`src/rtl/fetch_stage.sv`:
```
// Instruction-fetch stage: PC register, I-mem read request and the IF/ID latch.
// Redirects (jump > branch) and sequential PC+4 advance happen only while
// fetching with pc_en high; halt freezes the stage until reset.
module fetch_stage #(
  parameter logic [31:0] PC_INIT  = 32'h0000_0000,
  parameter logic [31:0] NOP_WORD = 32'h0000_0000
) (
  input  logic        CLK,
  input  logic        nRST,
  input  logic        pc_en,
  input  logic        stall_ifid,
  input  logic        flush_ifid,
  input  logic        take_branch,
  input  logic [31:0] branch_target,
  input  logic        jump,
  input  logic [31:0] jump_target,
  input  logic        halt,
  input  logic        ihit,
  input  logic [31:0] imemload,
  output logic        imemREN,
  output logic [31:0] imemaddr,
  output logic [31:0] instr_ifid,
  output logic [31:0] pcplus4_ifid,
  output logic        valid_ifid,
  output logic        halted
);

  typedef enum logic [1:0] {IDLE, FETCH, HALTED} state_t;

  typedef struct packed {
    logic [31:0] instr;
    logic [31:0] pcplus4;
    logic        valid;
  } ifid_t;

  state_t      state;
  logic [31:0] pc;
  ifid_t       ifid;
  logic        ren_q;
  logic        halted_q;

  logic        in_fetch;
  logic        redirect;
  logic        halt_now;
  logic [31:0] pc_plus4;

  assign in_fetch = (state == FETCH);
  assign redirect = jump | take_branch;
  assign halt_now = in_fetch & halt;
  assign pc_plus4 = pc + 32'd4;  // wraps mod 2^32

  // Control FSM with registered read-enable and halted flags
  always_ff @(posedge CLK or negedge nRST) begin
    if (!nRST) begin
      state    <= IDLE;
      ren_q    <= 1'b0;
      halted_q <= 1'b0;
    end else begin
      case (state)
        IDLE: begin
          state <= FETCH;
          ren_q <= 1'b1;
        end
        FETCH: begin
          if (halt) begin
            state    <= HALTED;
            ren_q    <= 1'b0;
            halted_q <= 1'b1;
          end
        end
        HALTED: begin
          state    <= HALTED;
          ren_q    <= 1'b0;
          halted_q <= 1'b1;
        end
        default: begin
          state <= IDLE;
          ren_q <= 1'b0;
        end
      endcase
    end
  end

  // PC update: jump beats branch beats sequential advance; halt freezes PC
  always_ff @(posedge CLK or negedge nRST) begin
    if (!nRST) begin
      pc <= PC_INIT;
    end else if (in_fetch && !halt && pc_en) begin
      if (jump)             pc <= {jump_target[31:2], 2'b00};
      else if (take_branch) pc <= {branch_target[31:2], 2'b00};
      else if (ihit)        pc <= pc_plus4;
    end
  end

  // IF/ID latch: flush (or halt) > stall > fresh fetch > bubble
  always_ff @(posedge CLK or negedge nRST) begin
    if (!nRST) begin
      ifid <= '{instr: NOP_WORD, pcplus4: 32'h0, valid: 1'b0};
    end else if (flush_ifid || halt_now) begin
      ifid <= '{instr: NOP_WORD, pcplus4: 32'h0, valid: 1'b0};
    end else if (stall_ifid) begin
      ifid <= ifid;
    end else if (in_fetch && ihit && pc_en && !redirect) begin
      ifid <= '{instr: imemload, pcplus4: pc_plus4, valid: 1'b1};
    end else begin
      ifid <= '{instr: NOP_WORD, pcplus4: 32'h0, valid: 1'b0};
    end
  end

  assign imemREN      = ren_q;
  assign imemaddr     = pc;
  assign instr_ifid   = ifid.instr;
  assign pcplus4_ifid = ifid.pcplus4;
  assign valid_ifid   = ifid.valid;
  assign halted       = halted_q;

endmodule

```
`config.mk`:
```
export PLATFORM = sky130hd
export DESIGN_NAME = fetch_stage
export DESIGN_NICKNAME = d
export VERILOG_FILES = /design/src/rtl/fetch_stage.sv
export SDC_FILE = /design/constraint.sdc
export NUM_CORES = 1
export LEC_CHECK = 0
export ABC_CLOCK_PERIOD_IN_PS = 5000
export CAP_MARGIN = 20
export CORE_ASPECT_RATIO = 1.2
export CORE_MARGIN = 1.5
export CORE_UTILIZATION = 35
export CTS_CLUSTER_SIZE = 24
export DETAILED_ROUTE_END_ITERATION = 8
export PLACE_DENSITY = 0.76
export REMOVE_ABC_BUFFERS = 1
export SKIP_LAST_GASP = 1
export SLEW_MARGIN = 0
export SYNTH_ARGS = -nofsm -noshare
export SYNTH_HDL_FRONTEND = slang
export SYNTH_SLANG_ARGS = --single-unit
```
`constraint.sdc`:
```
create_clock -name CLK -period 5 [get_ports CLK]
set_clock_uncertainty 0.1 [all_clocks]
set_input_delay 0.75 -clock CLK [delete_from_list [all_inputs] [get_ports CLK]]
set_output_delay 0.75 -clock CLK [all_outputs]
set_load 0.01 [all_outputs]
```
==> metrics.md, run 1 <==
| Metric | Value |
|---|---|
| CTS tree | yes |
| Flop2flop setup slack | 2.36 ns |
| Mux cell area share after synthesis | 0.00204 |
| Most utilized layer in the global route result | met2 |
| Comb power frac | 0.322 |
| Setup-failing EPs final | 0 |
| XOR/XNOR share of the synthesized area | 0.0500 |
| Initial drt markers | 270 |
| Slowest stage delay, CP | 0.76 ns |
| I/O Pins | 204 |
| Via/cell ratio | 5.50 |
| Vias in the first global route | 4835 |
| Crit path launch type | primary input |
| F_max | 0.340 GHz |
| Met3 Use GR | 0.0426 |
| Area of the multi-input gates | 2230 um^2 |
| Met1 Use GR | 0.270 |
| Main synth FF type | dfrtp_1 |
| Total Routing Usage GR | 0.215 |
| Reg power frac | 0.418 |
| Slowest-stage cell, CP | clkdlybuf4s50_1 |
| Nets | 789 |
| Clk pwr share | 0.260 |
| Pre-antenna DRT Iters | 5 |
| Clk sinks | 97 |
| Cts hold-fix bufs | 0 |
| Compound-Gate Fraction of Synth Area | 0.246 |
| Crit path DAT | 3.06 ns |
| Insertion delay to the later sink of the worst-skew pair | 0.34 ns |
| Dpl hpwl | 11400 um |
| Worst endpoint required time | 5.12 ns |
| Share of cells above drive strength 1 | 0.0496 |
| YS warnings | 0 |
| CTS H-tree lvls | 3 |
| Area Overhead vs Synth | 48.3% |
| Post-synth EDFFs | 0 |
| Fraction of registers with async set or reset after synthesis | 1.00 |
| Grt total ovfl | 0 |
| Post-layout min period | 2.94 ns |
| Worst reg2reg path endpoint | pcplus4_ifid[2] |
| Worst vdd ir | 162 uV |
| Gpl congestion | 0.793 |
| Max-Cap Viols | 0 |
| Max-slew violations | 0 |
| Unrepaired setup endpoints after global routing | no |
| Syn Area/Cell | 9.76 um^2 |
| Longest Clk Path Bufs | 2 |
| Net switching power | 912 uW |
| Critical path cell sequence | clkdlybuf4s50_1, or2_2, o21a_1, o21ai_0, o2bb2ai_1 |
| Die footprint | 14700 um^2 |
| Dpl ws | 1.45 ns |
| Core region area | 13800 um^2 |
| Setup TNS | 0 ns |
| FF/Latch Area | 2430 um^2 |
| Post-Syn Area | 4910 um^2 |
| Initial antenna violation count | 0 |
| Post-Synth Adder-Cell Area | 0.0102 |
| Status | completed |
| Post-cts sizing count | 0 |
| Seq cells post-synth | 97 |
| Slew @ Worst Pin | 0.796 ns |
| Post-Synth Simple-Gate Area | 0.141 |
| Slew HR | 0.469 |
| Largest net degree at the start of global routing | 65 |
| Detailed-route via count | 4708 |
| Yosys cell types | 48 |
| Buffers on Ports | 197 |
| Post-DRT Antenna Nets | 0 |
| Post-Syn Instances | 503 |
| TritonCTS buffer count | 9 |
| Final Hold Vio Count | 0 |
| Net Sw Frac | 0.339 |
| Met2 Use GR | 0.368 |
| Worst flop-to-flop path startpoint | state[1] |
| Cell family with most CP delay | compound AO/OA/AOI/OAI gates |
| Fillers | 1279 |
| Leakage Power | 0.00294 uW |
| FF-to-FF path depth | 6 |
| # DRC | 0 |
| WP buf/inv | 1 |
| Crit path max fanout | 26 |
| First-pass GRT wire length | 25400 um |
| Initial Util | 0.357 |
| Final WL | 16000 um |
| Crit path kind | primary input to flip-flop |
| Post-synthesis sequential area ratio | 0.495 |
| Clock Pin Slew Worst Setup and Hold Paths | 0.07 ns |
| Die H | 133 um |
| Row count | 47 |
| Root Buffer | clkbuf_16 |
| P_int | 1780 uW |
| P per Cell Area | 370 nW/um^2 |
| Hold slack | 0.263 ns |
| Largest family of logic cells by synthesized area | compound AO/OA/AOI/OAI gates |
| Worst setup margin | 2.06 ns |
| Width of the die | 111 um |
| Buffer count from post-CTS setup fixing | 0 |
| Hold Path Class | primary input to async pin |
| Antenna diode count | 0 |
| Crit. End Element | flip-flop |
| Final Cycle Share | 0.588 |
| Routed WL per cell | 18.7 um |
==> through the flow <==
| stage | total power [uW] | util | instances | area [um^2] |
|---|---|---|---|---|
| finish | 2690 | 0.529 | 856 | 7280 |
| global route | 2840 | 0.529 | 856 | 7280 |
| CTS | 2710 | 0.528 | 855 | 7260 |
| detailed placement | 2000 | 0.506 | 839 | 6960 |
| global placement | 1970 | 0.506 | 839 | 6960 |
| floorplan | 1500 | - | 463 | 4700 |
==> kinds of logic after synthesis <==
family                   after synthesis
AO/OA/AOI/OAI                        178
AND/OR/NAND/NOR                      138
flip-flops                            97
buffers and inverters                 56
XOR/XNOR                              28
adder cells (fa/ha/maj)                4
other                                  1
multiplexers                           1
==> flip-flops by register name, summed over array words and instances (netlist names) <==
signal,cells
instr_ifid,32
halted,1
pcplus4_ifid,31
imemaddr,30
state,2
valid_ifid,1
==> power groups by stage <==
stage / combinational (uW) / clock (uW) / sequential (uW)
2_1_floorplan: 349 / 0 / 1150
3_3_place_gp: 843 / 0 / 1130
3_5_place_dp: 867 / 0 / 1130
4_1_cts: 872 / 716 / 1120
5_1_grt: 945 / 743 / 1150
6_report: 868 / 699 / 1130
==> routing by layer <==
metal	share of wire	up-vias
li1	-	2178
met2	0.49	191
met4	0.022	0
met1	0.42	2314
met5	0	-
met3	0.063	25
==> final cells by class <==
| type | instances | area share |
|---|---|---|
| Clock buffer | 12 | 0.0339 |
| Clock inverter | 4 | 0.00722 |
| Inverter | 15 | 0.00773 |
| Multi-Input combinational cell | 351 | 0.307 |
| Sequential cell | 97 | 0.333 |
| Tap cell | 171 | 0.0294 |
| Timing Repair Buffer | 206 | 0.282 |
==> cell usage after synthesis (3+ instances only) <==
cell type  number  area share
ha_1            4       0.010
or3_1           3      0.0038
or2_2           3      0.0038
o211ai_1        4      0.0061
o21a_1          4      0.0061
nor4_1          5      0.0064
clkbuf_8        4       0.011
nand4_1         6      0.0076
nor3_1          4      0.0041
a211o_1         4      0.0071
and3_1          6      0.0076
xnor2_1        24       0.043
or4_4           3      0.0069
o2bb2ai_1       7       0.012
a22o_1         37       0.066
a21oi_1        33       0.034
dfrtp_1        97        0.49
buf_4           4      0.0061
xor2_1          4      0.0071
a22oi_1         9       0.014
a211oi_1        5      0.0076
nor2_1         27       0.021
inv_1          13      0.0099
nand3_1        14       0.014
and4_1          5      0.0089
o22ai_1        10       0.013
clkbuf_1       30       0.023
o21ai_0        46       0.047
o31a_1          9       0.016
nand2_1        53       0.041
==> how the worst max path moves through the flow <==
stage,startpoint,endpoint,slack [ns],cells after the start
global placement,take_branch,imemaddr[18],1.48,5
floorplan,halt,instr_ifid[0],0.13,2
finish,take_branch,imemaddr[31],2.06,5
global route,take_branch,pcplus4_ifid[5],1.90,6
CTS,take_branch,imemaddr[18],1.81,5
detailed placement,take_branch,imemaddr[18],1.45,5
==> cell usage in the layout (no fill, tap or decap), types with 6 or more instances in the layout <==
| cell type | count |
|---|---|
| a22oi_1 | 9 |
| xnor2_1 | 24 |
| nand2_1 | 53 |
| o31a_1 | 9 |
| o2bb2ai_1 | 7 |
| inv_1 | 13 |
| nor2_1 | 27 |
| clkdlybuf4s50_1 | 196 |
| buf_4 | 9 |
| nand3_1 | 14 |
| a21oi_1 | 33 |
| o22ai_1 | 10 |
| a22o_1 | 37 |
| dfrtp_1 | 97 |
| clkbuf_16 | 9 |
| and3_1 | 6 |
| o21ai_0 | 46 |
| nand4_1 | 6 |
Power figures use the tool's default switching activity.
==> run 2, diff against run 1 <==
--- a/config.mk
+++ b/config.mk
@@ -5,14 +5,14 @@
 export SDC_FILE = /design/constraint.sdc
 export NUM_CORES = 1
 export LEC_CHECK = 0
-export ABC_CLOCK_PERIOD_IN_PS = 5000
+export ABC_CLOCK_PERIOD_IN_PS = 2500
 export CAP_MARGIN = 20
 export CORE_ASPECT_RATIO = 1.2
 export CORE_MARGIN = 1.5
 export CORE_UTILIZATION = 35
 export CTS_CLUSTER_SIZE = 24
 export DETAILED_ROUTE_END_ITERATION = 8
-export PLACE_DENSITY = 0.76
+export PLACE_DENSITY = 0.78
 export REMOVE_ABC_BUFFERS = 1
 export SKIP_LAST_GASP = 1
 export SLEW_MARGIN = 0
==> constraint.sdc (replaced) <==
create_clock -name CLK -period 2.5 [get_ports CLK]
set_clock_uncertainty 0.1 [all_clocks]
set_input_delay 0.375 -clock CLK [delete_from_list [all_inputs] [get_ports CLK]]
set_output_delay 0.375 -clock CLK [all_outputs]
set_load 0.01 [all_outputs]
==> metrics.md, run 2 (synthesis gave the netlist of run 1 again) <==
| Metric | Value |
|---|---|
| Status | finished, violations left |
| Failing checks | negative hold slack |
| Dpl ws | 0.0467 ns (-1.40 ns) |
| Clock Pin Slew Worst Setup and Hold Paths | 0.07 ns (about the same) |
| Largest register FFs | 32 (unchanged) |
| Via/cell ratio | 5.39 (-2.0%) |
| Worst setup margin | 0.108 ns (-1.95 ns) |
| Critical path cell sequence | nand4_2, or4_4, or4_4, o31a_1, o22ai_1 |
| Detailed-route via count | 4698 (-0.21%) |
| P_int | 3830 uW (+110%) |
| Worst reg2reg path endpoint | imemaddr[28] |
| Gpl congestion | 0.898 (+13%) |
| Final Hold Vio Count | 14 (+14) |
| Crit path DAT | 2.55 ns (-0.51 ns) |
| Hold slack | -0.0195 ns (-0.282 ns) |
| I/O Pins | 204 (unchanged) |
| Post-layout min period | 2.39 ns |
| Commonest non-fill, non-tap cell in the layout | clkdlybuf4s50_1 |
| Die footprint | 14700 um^2 (unchanged) |
| # DRC | 0 (unchanged) |
| Dpl hpwl | 11800 um (+3.5%) |
| First-pass GRT wire length | 25900 um (+2.0%) |
| Slowest-stage cell, CP | or4_4 |
| Root Buffer | clkbuf_16 |
| Max-Cap Viols | 0 (unchanged) |
| Row count | 47 (unchanged) |
| Crit path max fanout | 5 (-81%) |
| Max-slew violations | 0 (unchanged) |
| Initial Util | 0.357 (unchanged) |
| Die H | 133 um (unchanged) |
| Longest Clk Path Bufs | 2 (unchanged) |
| Slew HR | 0.526 (+0.0566) |
| Crit path kind | flip-flop to flip-flop |
| CTS H-tree lvls | 3 (unchanged) |
| Comb power frac | 0.329 (+0.007) |
| Unrepaired setup endpoints after global routing | no |
| P per Cell Area | 756 nW/um^2 (+100%) |
| CP dominant cell by count | or4_4 |
| CTS tree | yes |
| PnR Total Power | 5670 uW (+110%) |
| Antenna diode count | 0 (unchanged) |
| Setup TNS | 0 ns (unchanged) |
| Routed WL per cell | 18.3 um (-1.9%) |
| Worst flop-to-flop path startpoint | imemaddr[8] |
| Insertion delay to the later sink of the worst-skew pair | 0.34 ns (about the same) |
| Setup-failing EPs final | 0 (unchanged) |
| Net Sw Frac | 0.326 (-0.0130) |
| Initial drt markers | 243 (-10%) |
| Initial antenna violation count | 0 (unchanged) |
| Clk pwr share | 0.280 (+0.020) |
| Final Cycle Share | 0.957 |
| Core region area | 13800 um^2 (unchanged) |
| Dpl cell area | 7150 um^2 (+2.7%) |
| Most frequent cells in the layout | 196 x clkdlybuf4s50_1, 97 x dfrtp_1, 53 x nand2_1, 46 x o21ai_0, 37 x a22o_1 |
| Flop2flop setup slack | 0.11 ns (-2.25 ns) |
| F_max | 0.418 GHz |
| Buffers on Ports | 197 (unchanged) |
| Total Routing Usage GR | 0.219 (+0.00361) |
| TritonCTS buffer count | 9 (unchanged) |
| Final Cell Area | 7500 um^2 (+3.0%) |
| Clk sinks | 97 (unchanged) |
| Hold Path Class | primary input to async pin |
| Slew @ Worst Pin | 0.711 ns (-0.0849 ns) |
| Share of cells above drive strength 1 | 0.0742 (+0.0245) |
| WP buf/inv | 0 (-1) |
| Vias in the first global route | 4996 (+3.3%) |
| FF-to-FF path depth | 5 (-1) |
| Largest net degree at the start of global routing | 65 (unchanged) |
| Width of the die | 111 um (unchanged) |
| Post-DRT Antenna Nets | 0 (unchanged) |
| Grt total ovfl | 0 (unchanged) |
| Net switching power | 1850 uW (+100%) |
| Crit path launch type | flip-flop |
| Worst endpoint required time | 2.66 ns (-2.46 ns) |
| Leakage Power | 0.00306 uW (+4.2%) |
| Nets | 805 (+2.0%) |
| Reg power frac | 0.391 (-0.027) |
| Final WL | 16000 um (-0.11%) |
| Area Overhead vs Synth | 52.8% |
| Pre-antenna DRT Iters | 4 (-1) |
| Worst vdd ir | 404 uV (+150%) |
| Cts hold-fix bufs | 0 (unchanged) |
| Slowest stage delay, CP | 0.60 ns (-0.16 ns) |
| Cell family with most CP delay | simple AND/OR/NAND/NOR gates |
| Crit. End Element | flip-flop |
## run 2: cell count changes in the layout (fill, tap and decap cells not counted), sizes merged
cell	previous run	this run
buf	10	26
bufinv	1	3
clkinvlp	3	1
clkbuf	12	11
clkinv	2	3
## run 2: layout make-up
type | count | area, um^2
Timing Repair Buffer | 222 | 2220
Tap cell | 171 | 214
Fill cell | 1250 | 6260
Clock buffer | 11 | 243
Clock inverter | 5 | 103
Multi-Input combinational cell | 351 | 2240
Sequential cell | 97 | 2430
Inverter | 15 | 56.3
## run 2: power by group through the flow
stage                     logic, uW  clock network (uW)  registers (uW)
after floorplan                 698                   0            2300
after global routing           2020                1690            2270
final                          1870                1590            2220
after detailed placement       1870                   0            2230
after CTS                      1880                1620            2210
after global placement         1820                   0            2210
## run 2: metal layers
layer / share of wire / track usage / vias to the layer above
met5: 0 / 0 / -
met4: 0.028 / 0.0992 / 0
met3: 0.064 / 0.0389 / 31
met2: 0.50 / 0.377 / 186
met1: 0.41 / 0.267 / 2267
li1: - / - / 2214
## run 2: how the worst max path moves through the flow
stage,from,to,slack [ns],cells after the start
floorplan,state[0],instr_ifid[0],-2.19,3
global placement,jump,imemaddr[8],0.12,6
CTS,imemaddr[8],imemaddr[28],0.14,5
global route,imemaddr[8],imemaddr[28],0.05,5
finish,imemaddr[8],imemaddr[28],0.11,5
detailed placement,jump,imemaddr[8],0.05,6
## run 2: through the flow
stage                util  cells
CTS                 0.545    872
floorplan               -    463
finish              0.545    872
global placement    0.520    856
detailed placement  0.520    856
global route        0.545    872
## run 2: repair_timing
item                       4_1_cts  5_1_grt
setup endpoints to repair        0        1
buffers inserted                 0        0
gates resized for setup          0        1
==> run 3, diff against run 2 <==
--- a/config.mk
+++ b/config.mk
@@ -14,6 +14,7 @@
 export DETAILED_ROUTE_END_ITERATION = 8
 export PLACE_DENSITY = 0.78
 export REMOVE_ABC_BUFFERS = 1
+export SKIP_CTS_REPAIR_TIMING = 1
 export SKIP_LAST_GASP = 1
 export SLEW_MARGIN = 0
 export SYNTH_ARGS = -nofsm -noshare
==> results of run 3 <==
The final DEF is identical to that of run 2; final timing and power are the same.
